**src/rtl/alu_pkg.sv**
```systemverilog
// Shared opcode map, flag-write classes and FSM encoding for the sequential ALU.
package alu_pkg;

  localparam logic [3:0] OP_ADD  = 4'h0;
  localparam logic [3:0] OP_SUB  = 4'h1;
  localparam logic [3:0] OP_INC  = 4'h2;
  localparam logic [3:0] OP_DEC  = 4'h3;
  localparam logic [3:0] OP_AND  = 4'h4;
  localparam logic [3:0] OP_OR   = 4'h5;
  localparam logic [3:0] OP_XOR  = 4'h6;
  localparam logic [3:0] OP_NOT  = 4'h7;
  localparam logic [3:0] OP_SLL  = 4'h8;
  localparam logic [3:0] OP_SRL  = 4'h9;
  localparam logic [3:0] OP_SRA  = 4'hA;
  localparam logic [3:0] OP_MUL  = 4'hB;
  localparam logic [3:0] OP_CMPZ = 4'hC;
  localparam logic [3:0] OP_PASS = 4'hD;

  localparam logic [2:0] W_RF_NONE = 3'b000;
  localparam logic [2:0] W_RF_Z    = 3'b001;
  localparam logic [2:0] W_RF_SZ   = 3'b010;
  localparam logic [2:0] W_RF_SCZ  = 3'b011;
  localparam logic [2:0] W_RF_ALL  = 3'b100;

  typedef enum logic [1:0] {
    ST_IDLE  = 2'd0,
    ST_SHIFT = 2'd1,
    ST_MUL   = 2'd2,
    ST_FIN   = 2'd3
  } state_t;

  function automatic logic [2:0] op_to_wrf(input logic [3:0] op);
    case (op)
      OP_ADD, OP_SUB, OP_INC, OP_DEC: return W_RF_ALL;
      OP_AND, OP_OR, OP_XOR, OP_NOT:  return W_RF_SZ;
      OP_SLL, OP_SRL, OP_SRA:         return W_RF_SCZ;
      OP_MUL:                         return W_RF_SZ;
      OP_CMPZ:                        return W_RF_Z;
      default:                        return W_RF_NONE;
    endcase
  endfunction

  function automatic logic is_shift(input logic [3:0] op);
    return (op == OP_SLL) || (op == OP_SRL) || (op == OP_SRA);
  endfunction

endpackage

```
**src/rtl/alu_comb.sv**
```systemverilog
// Single-cycle logic/arithmetic ops with carry and overflow; undefined ops pass a through.
module alu_comb
  import alu_pkg::*;
#(
  parameter int WIDTH = 16
) (
  input  logic [3:0]       op,
  input  logic [WIDTH-1:0] a,
  input  logic [WIDTH-1:0] b,
  output logic [WIDTH-1:0] res,
  output logic             ovf,
  output logic             carry
);

  logic             is_sub_s;
  logic             is_arith_s;
  logic [WIDTH-1:0] opnd_s;
  logic [WIDTH-1:0] addend_s;
  logic [WIDTH:0]   sum_s;

  // Shared WIDTH+1 adder: subtraction is a + ~b + 1, INC/DEC use an operand of one
  always_comb begin
    is_sub_s   = 1'b0;
    is_arith_s = 1'b1;
    opnd_s     = b;
    case (op)
      OP_ADD: begin is_sub_s = 1'b0; opnd_s = b; end
      OP_SUB: begin is_sub_s = 1'b1; opnd_s = b; end
      OP_INC: begin is_sub_s = 1'b0; opnd_s = WIDTH'(1); end
      OP_DEC: begin is_sub_s = 1'b1; opnd_s = WIDTH'(1); end
      default: begin is_sub_s = 1'b0; is_arith_s = 1'b0; opnd_s = b; end
    endcase
    if (is_sub_s) begin
      addend_s = ~opnd_s;
    end else begin
      addend_s = opnd_s;
    end
    sum_s = {1'b0, a} + {1'b0, addend_s} + {{WIDTH{1'b0}}, is_sub_s};
  end

  // Result mux and raw C/O; non-arithmetic ops report C=0 and O=0
  always_comb begin
    res   = a;
    carry = 1'b0;
    ovf   = 1'b0;
    case (op)
      OP_AND:  res = a & b;
      OP_OR:   res = a | b;
      OP_XOR:  res = a ^ b;
      OP_NOT:  res = ~a;
      default: res = a;
    endcase
    if (is_arith_s) begin
      res   = sum_s[WIDTH-1:0];
      carry = sum_s[WIDTH];
      if (is_sub_s) begin
        ovf = (a[WIDTH-1] != opnd_s[WIDTH-1]) && (sum_s[WIDTH-1] != a[WIDTH-1]);
      end else begin
        ovf = (a[WIDTH-1] == opnd_s[WIDTH-1]) && (sum_s[WIDTH-1] != a[WIDTH-1]);
      end
    end else begin
      carry = 1'b0;
      ovf   = 1'b0;
    end
  end

endmodule

```
**src/rtl/alu_seq.sv**
```systemverilog
// Sequential ALU: start/done handshake around single-cycle ops, bit-serial shifts and shift-add multiply.
module alu_seq
  import alu_pkg::*;
#(
  parameter int WIDTH = 16,
  parameter int SHW   = $clog2(WIDTH)
) (
  input  logic             clk,
  input  logic             rst_n,
  input  logic             start,
  input  logic [3:0]       op,
  input  logic [WIDTH-1:0] a,
  input  logic [WIDTH-1:0] b,
  output logic             ready,
  output logic             done,
  output logic [WIDTH-1:0] result,
  output logic             out_O,
  output logic             out_S,
  output logic             out_C,
  output logic             out_Z,
  output logic [2:0]       w_rf
);

  state_t           state_r;
  logic [3:0]       op_r;
  logic [2:0]       wrf_r;
  logic [SHW-1:0]   cnt_r;
  logic [WIDTH-1:0] acc_r;
  logic [WIDTH-1:0] mcand_r;
  logic [WIDTH-1:0] mplier_r;
  logic             c_r;
  logic             o_r;

  logic [WIDTH-1:0] comb_res_s;
  logic             comb_o_s;
  logic             comb_c_s;
  logic [SHW-1:0]   amt_s;
  logic [WIDTH:0]   first_step_s;
  logic [WIDTH:0]   next_step_s;

  // Returns {bit shifted out, shifted value} for one single-bit shift step
  function automatic logic [WIDTH:0] shift_step(input logic [3:0] sop, input logic [WIDTH-1:0] v);
    case (sop)
      OP_SLL:  return {v[WIDTH-1], v[WIDTH-2:0], 1'b0};
      OP_SRA:  return {v[0], v[WIDTH-1], v[WIDTH-1:1]};
      default: return {v[0], 1'b0, v[WIDTH-1:1]};
    endcase
  endfunction

  alu_comb #(.WIDTH(WIDTH)) u_comb (
    .op    (op),
    .a     (a),
    .b     (b),
    .res   (comb_res_s),
    .ovf   (comb_o_s),
    .carry (comb_c_s)
  );

  assign amt_s        = b[SHW-1:0];
  assign first_step_s = shift_step(op, a);
  assign next_step_s  = shift_step(op_r, acc_r);

  // Control FSM and datapath; the first shift/multiply step happens on the accepting edge
  always_ff @(posedge clk or negedge rst_n) begin
    if (!rst_n) begin
      state_r  <= ST_IDLE;
      ready    <= 1'b1;
      done     <= 1'b0;
      result   <= {WIDTH{1'b0}};
      out_O    <= 1'b0;
      out_S    <= 1'b0;
      out_C    <= 1'b0;
      out_Z    <= 1'b0;
      w_rf     <= W_RF_NONE;
      op_r     <= OP_PASS;
      wrf_r    <= W_RF_NONE;
      cnt_r    <= {SHW{1'b0}};
      acc_r    <= {WIDTH{1'b0}};
      mcand_r  <= {WIDTH{1'b0}};
      mplier_r <= {WIDTH{1'b0}};
      c_r      <= 1'b0;
      o_r      <= 1'b0;
    end else begin
      case (state_r)
        ST_IDLE: begin
          done <= 1'b0;
          if (start) begin
            ready <= 1'b0;
            op_r  <= op;
            wrf_r <= op_to_wrf(op);
            if (is_shift(op)) begin
              o_r <= 1'b0;
              if (amt_s == {SHW{1'b0}}) begin
                acc_r   <= a;
                c_r     <= 1'b0;
                state_r <= ST_FIN;
              end else begin
                {c_r, acc_r} <= first_step_s;
                cnt_r        <= amt_s - SHW'(1);
                state_r      <= (amt_s == SHW'(1)) ? ST_FIN : ST_SHIFT;
              end
            end else if (op == OP_MUL) begin
              acc_r    <= a[0] ? b : {WIDTH{1'b0}};
              mcand_r  <= {1'b0, a[WIDTH-1:1]};
              mplier_r <= {b[WIDTH-2:0], 1'b0};
              cnt_r    <= SHW'(WIDTH - 1);
              c_r      <= 1'b0;
              o_r      <= 1'b0;
              state_r  <= ST_MUL;
            end else begin
              acc_r   <= comb_res_s;
              c_r     <= comb_c_s;
              o_r     <= comb_o_s;
              state_r <= ST_FIN;
            end
          end
        end
        ST_SHIFT: begin
          {c_r, acc_r} <= next_step_s;
          cnt_r        <= cnt_r - SHW'(1);
          if (cnt_r == SHW'(1)) begin
            state_r <= ST_FIN;
          end
        end
        ST_MUL: begin
          acc_r    <= acc_r + (mcand_r[0] ? mplier_r : {WIDTH{1'b0}});
          mcand_r  <= {1'b0, mcand_r[WIDTH-1:1]};
          mplier_r <= {mplier_r[WIDTH-2:0], 1'b0};
          cnt_r    <= cnt_r - SHW'(1);
          if (cnt_r == SHW'(1)) begin
            state_r <= ST_FIN;
          end
        end
        ST_FIN: begin
          result  <= acc_r;
          out_O   <= o_r;
          out_S   <= acc_r[WIDTH-1];
          out_C   <= c_r;
          out_Z   <= (acc_r == {WIDTH{1'b0}});
          w_rf    <= wrf_r;
          done    <= 1'b1;
          ready   <= 1'b1;
          state_r <= ST_IDLE;
        end
        default: begin
          done    <= 1'b0;
          ready   <= 1'b1;
          state_r <= ST_IDLE;
        end
      endcase
    end
  end

endmodule

```
**config.mk**
```make
export PLATFORM = sky130hd
export DESIGN_NAME = alu_seq
export DESIGN_NICKNAME = d
export VERILOG_FILES = /design/src/rtl/alu_pkg.sv /design/src/rtl/alu_comb.sv /design/src/rtl/alu_seq.sv
export SDC_FILE = /design/constraint.sdc
export NUM_CORES = 1
export LEC_CHECK = 0
export BUFFER_PORTS_ARGS = -buffer_cell sky130_fd_sc_hd__clkbuf_2
export CAP_MARGIN = 20
export CORE_ASPECT_RATIO = 1.4
export CORE_MARGIN = 10
export CORE_UTILIZATION = 65
export DETAILED_ROUTE_END_ITERATION = 7
export GPL_TIMING_DRIVEN = 0
export PLACE_DENSITY = 0.86
export SYNTH_ARGS = -nofsm -noshare
export SYNTH_HDL_FRONTEND = slang
export SYNTH_SLANG_ARGS = --single-unit
```
**constraint.sdc**
```tcl
create_clock -name clk -period 6.35 [get_ports clk]
set_clock_uncertainty 0.05 [all_clocks]
set_input_delay 0.635 -clock clk [delete_from_list [all_inputs] [get_ports clk]]
set_output_delay 0.635 -clock clk [all_outputs]
set_load 0.01 [all_outputs]
```
Word level (Yosys, flattened, before mapping):

Memory sizes are Yosys's and may differ from the RTL's. A register that Yosys moved wholly into a read port is not among the register bits.
Cells that the tools add are included.

* bits in registers: 85
* memory bits (read-only): 48
* input bits: 39
* output and inout bits: 25
* memories kept: 1

Memories
* (no name shown): words 16, width 3, read ports 1, clocked after memory_dff 1, write ports 0, line alu_pkg.sv:33 `case (op)`

* add/subtract/negate cells: 5
* equality and inequality tests: 28
* multiplexer cells: 48
* bitwise logic cells: 5
* reductions and logical operators: 26

Operator list (number)
* 16-bit two-way mux: 15
* 17-bit case mux with 2 select lines: 2
* 16-bit case mux with 2 select lines: 2
* 16-bit case mux with 4 select lines: 1
* 16-bit case mux with 3 select lines: 1
* 16-bit NOT: 2
* 4-bit equality test (second input constant): 6
* 16-bit by 16-bit adder with 17-bit output: 1
* 17-bit by 1-bit adder with 17-bit output: 1
* 16-bit adder: 1
* 16-bit AND: 1
* 4-bit by 3-bit equality test with 1-bit output (second input constant): 4
* 16-bit zero test: 1
* 4-bit two-way mux: 4
* 16-bit bitwise OR: 1
* 16-bit XOR: 1
* 1-bit two-way mux: 13
* 4-bit by 1-bit equality test with 1-bit output (second input constant): 3
* 2-bit two-way mux: 5
* 2-bit AND reduction: 5
* 4-bit by 2-bit equality test with 1-bit output (second input constant): 2
* 4-bit zero test: 2
* 2-bit != test (second input constant): 4
* 4-bit case mux with 2 select lines: 1
* 19 further kinds: 33

Logic depth before layout (Yosys ltp):

* depth in word-level cells: 13
* depth in mapped cells: 16
* mapped depth without buffers: 15

Cells and area by module:

Synthesis repeated with hierarchy kept, for this count alone.

* cell total of the unflattened synthesis: 935
* area total of the unflattened synthesis: 7876.3 sq um

By module, submodules not included
* alu_seq: instances 1, cells each 600, area an instance 5562.8 sq um, sequential area each 2132.0 sq um
* alu_comb: instances 1, cells each 335, area an instance 2313.5 sq um, sequential area each 0.0 sq um

Worst setup path before layout:

OpenSTA, ideal clock, no wires.

* kind: input to register
* start: input op[1]
* end: register o_r
* setup time: 122 ps
* data arrival time: 3333 ps
* setup slack: 2846 ps
* stages on the path: 16
* cells stage by stage: buf_6 buf_6 buf_4 nand2_1 clkbuf_1 nand2_1 xor2_1 ha_1 a21o_1 nor4b_1 o21ai_1 a32oi_2 a21oi_1 xnor2_1 mux2i_1 nand2_1

* longest elaborated chain between the ends: 13

RTL lines
* start: declaration: line alu_seq.sv:11 `input logic [3:0] op,`
* 4-bit by 2-bit equality test with 1-bit output: line alu_comb.sv:26 `case (op)`
* 2-bit OR reduction (no source line)
* 16-bit two-way mux: line alu_comb.sv:26
* 16-bit NOT: line alu_comb.sv:34 `addend_s = ~opnd_s;`
* 16-bit two-way mux: line alu_comb.sv:33 `if (is_sub_s) begin`
* 16-bit by 16-bit adder with 17-bit output: line alu_comb.sv:38 `sum_s = {1'b0, a} + {1'b0, addend_s} + {{WIDTH{1'b0}}, is_sub_s};`
* 17-bit by 1-bit adder with 17-bit output: line alu_comb.sv:38
* 1-bit != test: line alu_comb.sv:57, alu_comb.sv:59
* 1-bit logical AND (on tied branches): line alu_comb.sv:59, alu_comb.sv:57
* 1-bit two-way mux: line alu_comb.sv:56 `if (is_sub_s) begin`
* 1-bit two-way mux: line alu_comb.sv:53 `if (is_arith_s) begin`
* 1-bit two-way mux: line alu_seq.sv:102 `end else if (op == OP_MUL) begin`
* 1-bit two-way mux (*): line alu_seq.sv:91 `if (is_shift(op)) begin`
* end signal: assignment: line alu_seq.sv:113 `o_r <= comb_o_s;`
* end: declaration: line alu_seq.sv:32 `logic o_r;`

Mark *: on every way between the ends. The rest lies on a longest branch, timed or not.
A chain may end at the register's enable or synchronous reset.

Worst setup path after layout:

* start: input op[2]
* end: register o_r

The elaborated chain is that of the path after synthesis.

==> flow_metrics.tcl <==
set metrics [dict create \
    seq_area_frac_synth_pct 27.26 \
    comb_power_share_pct 57.6 \
    fin_util_pct 73.18 \
    hold_buffers 0 \
    swShare_pct 45.73 \
    yosys.area_share.simple_pct 14.52 \
    whs_ps 216.6 \
    rsz0062_at_grt "no" \
    place_congestion 0.9449 \
    tightest_slew_ps 999.2 \
    place_inst 1088 \
    globalRoute.totalOverflow 0 \
    async_flop_share_pct 100.0 \
    path_class "input pin to register" \
    max_stage_delay_ps 490 \
    synth_area_leaders "dfrtp_1 26%, ha_1 12%, mux2i_1 6.1%" \
    grt_usage_pct 26.69 \
    power.internal_mw 2.055 \
    syn2layout_area_growth_pct 10.57 \
    post-route-drc-count 0 \
    critPathCapture "o_r$_DFFE_PN0P_" \
    coreArea_um2 11820 \
    fp.dieW_um 112.7 \
    synthAdderAreaFrac_pct 12.32 \
    std_cell_rows 47 \
    cts_tree "built" \
    vias 7281 \
    status "complete, no violations" \
    drv_slew 0 \
    root_buffer "clkbuf_16" \
    post_cts_buffers 0 \
    synthMuxAreaShare_pct 16.51 \
    grt_pass1_wl_um 36960 \
    synthDistinctLibCells 71 \
    crit_slowest_cell "clkbuf_1" \
    vias_per_cell 6.595 \
    path_depth 17 \
    rr_worst_depth 11 \
    first_pass_iters 6 \
    clkLatencyLatePin_ps 350 \
    min_path_type "input pin to asynchronous set/reset pin" \
    worstPathRequired_ps 6530 \
    dp_hpwl_um 17540 \
    fp.dieH_um 149.8 \
    grt_max_degree 52 \
    wl_per_cell_um 20.81 \
    fin_crit_sh_pct 64.98 \
    cpMostUsedCell "nand2_1" \
    crit_arrival_ps 4300 \
    drt_iter0_drc 822 \
    fin_nets 1066 \
    power.density_nw_per_um2 437.7 \
    seqPwrFrac_pct 28.0 \
    dieArea_um2 16880 \
    startpoint_type "input pin" \
    hold_viol 0 \
    htreeDepth 3 \
    fin_setup_tns_ps 0 \
    crit_path_start "op[2]" \
    postRouteAntennaNets 0 \
    grt_pass1_vias 7320 \
    relSlewSlack_pct 31.66 \
    end_kind "register" \
    cts_sinks 85 \
    switchingPower_mw 1.731 \
    ys_ff_latch 85 \
    start_util_pct 66.18 \
    syn-cell-area_um2 7823 \
    synth_flop_cell "dfrtp_1" \
    r2r_end "acc_r[15]$_DFFE_PN0P_" \
    cp_max_fo 10 \
    p_leak_nw 3.977 \
    ios 64 \
    syn_inst 879 \
    synth_top_area_share_pct 25.91 \
    maxCapViolCount 0 \
    avgSynthCellArea_um2 8.899 \
    synth-xor-area-share_pct 4.591 \
    num_antenna_cells 0 \
    clkPwrFrac_pct 14.5 \
    synth_top_family_by_area "compound AO/OA/AOI/OAI gates" \
    worstReg2RegStart "mcand_r[0]$_DFFE_PN0P_" \
    stdcell_count 1104 \
    ys_warn_count 0 \
    setup_viol 0 \
    r2r_setup_slack_ps 3240 \
    fin_crit_ps 4126 \
    clock_path_buffers 2 \
    numPortBuffers 61 \
    antenna_found_initial 0 \
    fmax_mhz 242.4 \
    crit_buf_inv 4 \
    cts_buffers 9 \
    drive_gt1_share_pct 18.39 \
    peakVddDrop_uv 192.0 \
    synth_nets 993 \
    cts_resized 0 \
    synth_edf_count 0 \
    synth-compound-area-share_pct 18.76 \
    path_clk_slew_ps 70 \
    cp_top_family "buffers and inverters" \
    worstPathCellList "clkbuf_2, inv_1, ha_1, buf_2, nand2_1, clkbuf_1, nand2_1, xor2_1, ha_1, a21o_1, nor4b_1, o21ai_1, a32oi_2, a21oi_1, xnor2_1, mux2i_1, nand2_1" \
    yosysTopAreaCell "dfrtp_1" \
    routed_wl_um 22980 \
]
[worst min-delay path by stage]
stage | start | endpoint | slack, ps | cells past startpoint
after floorplan | rst_n | acc_r[0]$_DFFE_PN0P_ | 290 | 0
after global placement | mcand_r[14]$_DFFE_PN0P_ | mcand_r[14]$_DFFE_PN0P_ | 410 | 2
after detailed placement | mcand_r[1]$_DFFE_PN0P_ | mcand_r[1]$_DFFE_PN0P_ | 420 | 2
after CTS | rst_n | mcand_r[7]$_DFFE_PN0P_ | 240 | 1
after global routing | rst_n | mcand_r[8]$_DFFE_PN0P_ | 260 | 1
final | rst_n | mcand_r[8]$_DFFE_PN0P_ | 220 | 1
[cell type report]
class / instances / area [µm²]
timing repair buffer: 62 / 335.3
clock buffer: 9 / 225.2
clock inverter: 7 / 82.58
multi-input combinational: 679 / 5218
sequential: 85 / 2132
inverter: 61 / 229.0
tap: 147 / 183.9
buffer: 54 / 244.0
fill: 887 / 3171
[sequential cells by signal, indices dropped and copies added (netlist names), 2 cells and up]
name / flops
cnt_r: 4
op_r: 4
mcand_r: 15
state_r: 2
wrf_r: 3
acc_r: 16
result: 16
w_rf: 3
mplier_r: 15
[power by group through the flow]
stage | Combinational, mW | Clock, mW | Sequential (mW)
floorplan | 1.55 | 0 | 1.02
global placement | 2.06 | 0 | 1.05
detailed placement | 2.12 | 0 | 1.06
CTS | 2.14 | 0.548 | 1.05
global route | 2.39 | 0.565 | 1.09
finish | 2.18 | 0.549 | 1.06
[per-layer routing]
metal | global-route usage [%] | vias up | part of all wire [%]
met5 | 0 | - | 0
met2 | 44.37 | 383 | 48
li1 | - | 3298 | -
met3 | 5.329 | 111 | 7.9
met1 | 30.76 | 3489 | 38
met4 | 16.73 | 0 | 6.2
[synth_stat cells, drive strengths merged, types with 7 or more instances]
master  instances
clkbuf         30
xor2           25
o21ai          59
a221oi         21
nand2          96
mux4           16
xnor2          16
a21o            7
nand3          11
o221ai         10
mux2           40
ha             73
a31oi           7
a21oi          63
dfrtp          81
nor2           59
mux2i          48
and2           19
nor3           14
inv            61
a211oi          9
buf            24
[cell families (layout without fill, tap and decap cells)]
kind of cell / count (synthesis) / count (layout)
simple gates: 239 / 239
xor+xnor: 41 / 41
compound gates: 219 / 219
mux: 104 / 104
flops: 85 / 85
buf+inv: 115 / 193
fa+ha+maj: 76 / 76
[layout by cell type (no fill, tap or decap), types with 4 or more instances in the layout]
cell type  Yosys  final
mux2i_1       48     48
a21oi_1       63     63
nand2b_1       5      5
a21o_1         7      7
mux2_2        40     40
o211ai_1       6      6
mux4_2        16     16
nor2b_1        4      4
nor2_1        58     58
inv_1         60     60
o21ai_0       58     58
clkbuf_2       1     61
dfstp_2        4      4
buf_2         14     14
a31oi_1        7      7
and2_1        18     18
ha_1          73     73
clkbuf_1      29     29
nor4_1         5      5
and3_1         6      6
dfrtp_1       81     81
nor4b_1        4      4
nand2_1       96     96
or3_1          4      4
a211oi_1       9      9
xor2_1        25     25
a221oi_1      19     19
nand3_1       11     11
o21a_1         5      5
nor3_1        13     13
clkbuf_16      0      9
xnor2_1       16     16
a211o_1        4      4
o221ai_1      10     10
buf_1          6      6
[worst reg2reg max path: stages (launching register included)]
cell and delay (ps):
dfrtp_1 440, and2_1 180, ha_1 220, fa_1 430
a21o_1 210, a2111oi_4 460, a211o_1 230, a41oi_1 150
nor2_1 160, xnor2_1 180, a21oi_1 110, nor3_1 190
[through the flow]
step | area, µm² | setup slack [ps] | power, mW
final | 8650 | 2224 | 3.786
after global routing | 8650 | 1905 | 4.048
after CTS | 8650 | 2264 | 3.745
after detailed placement | 8342 | 1921 | 3.181
after global placement | 8312 | 1966 | 3.111
after floorplan | 7823 | 2846 | 2.572
(Power assumes the default switching activity.)
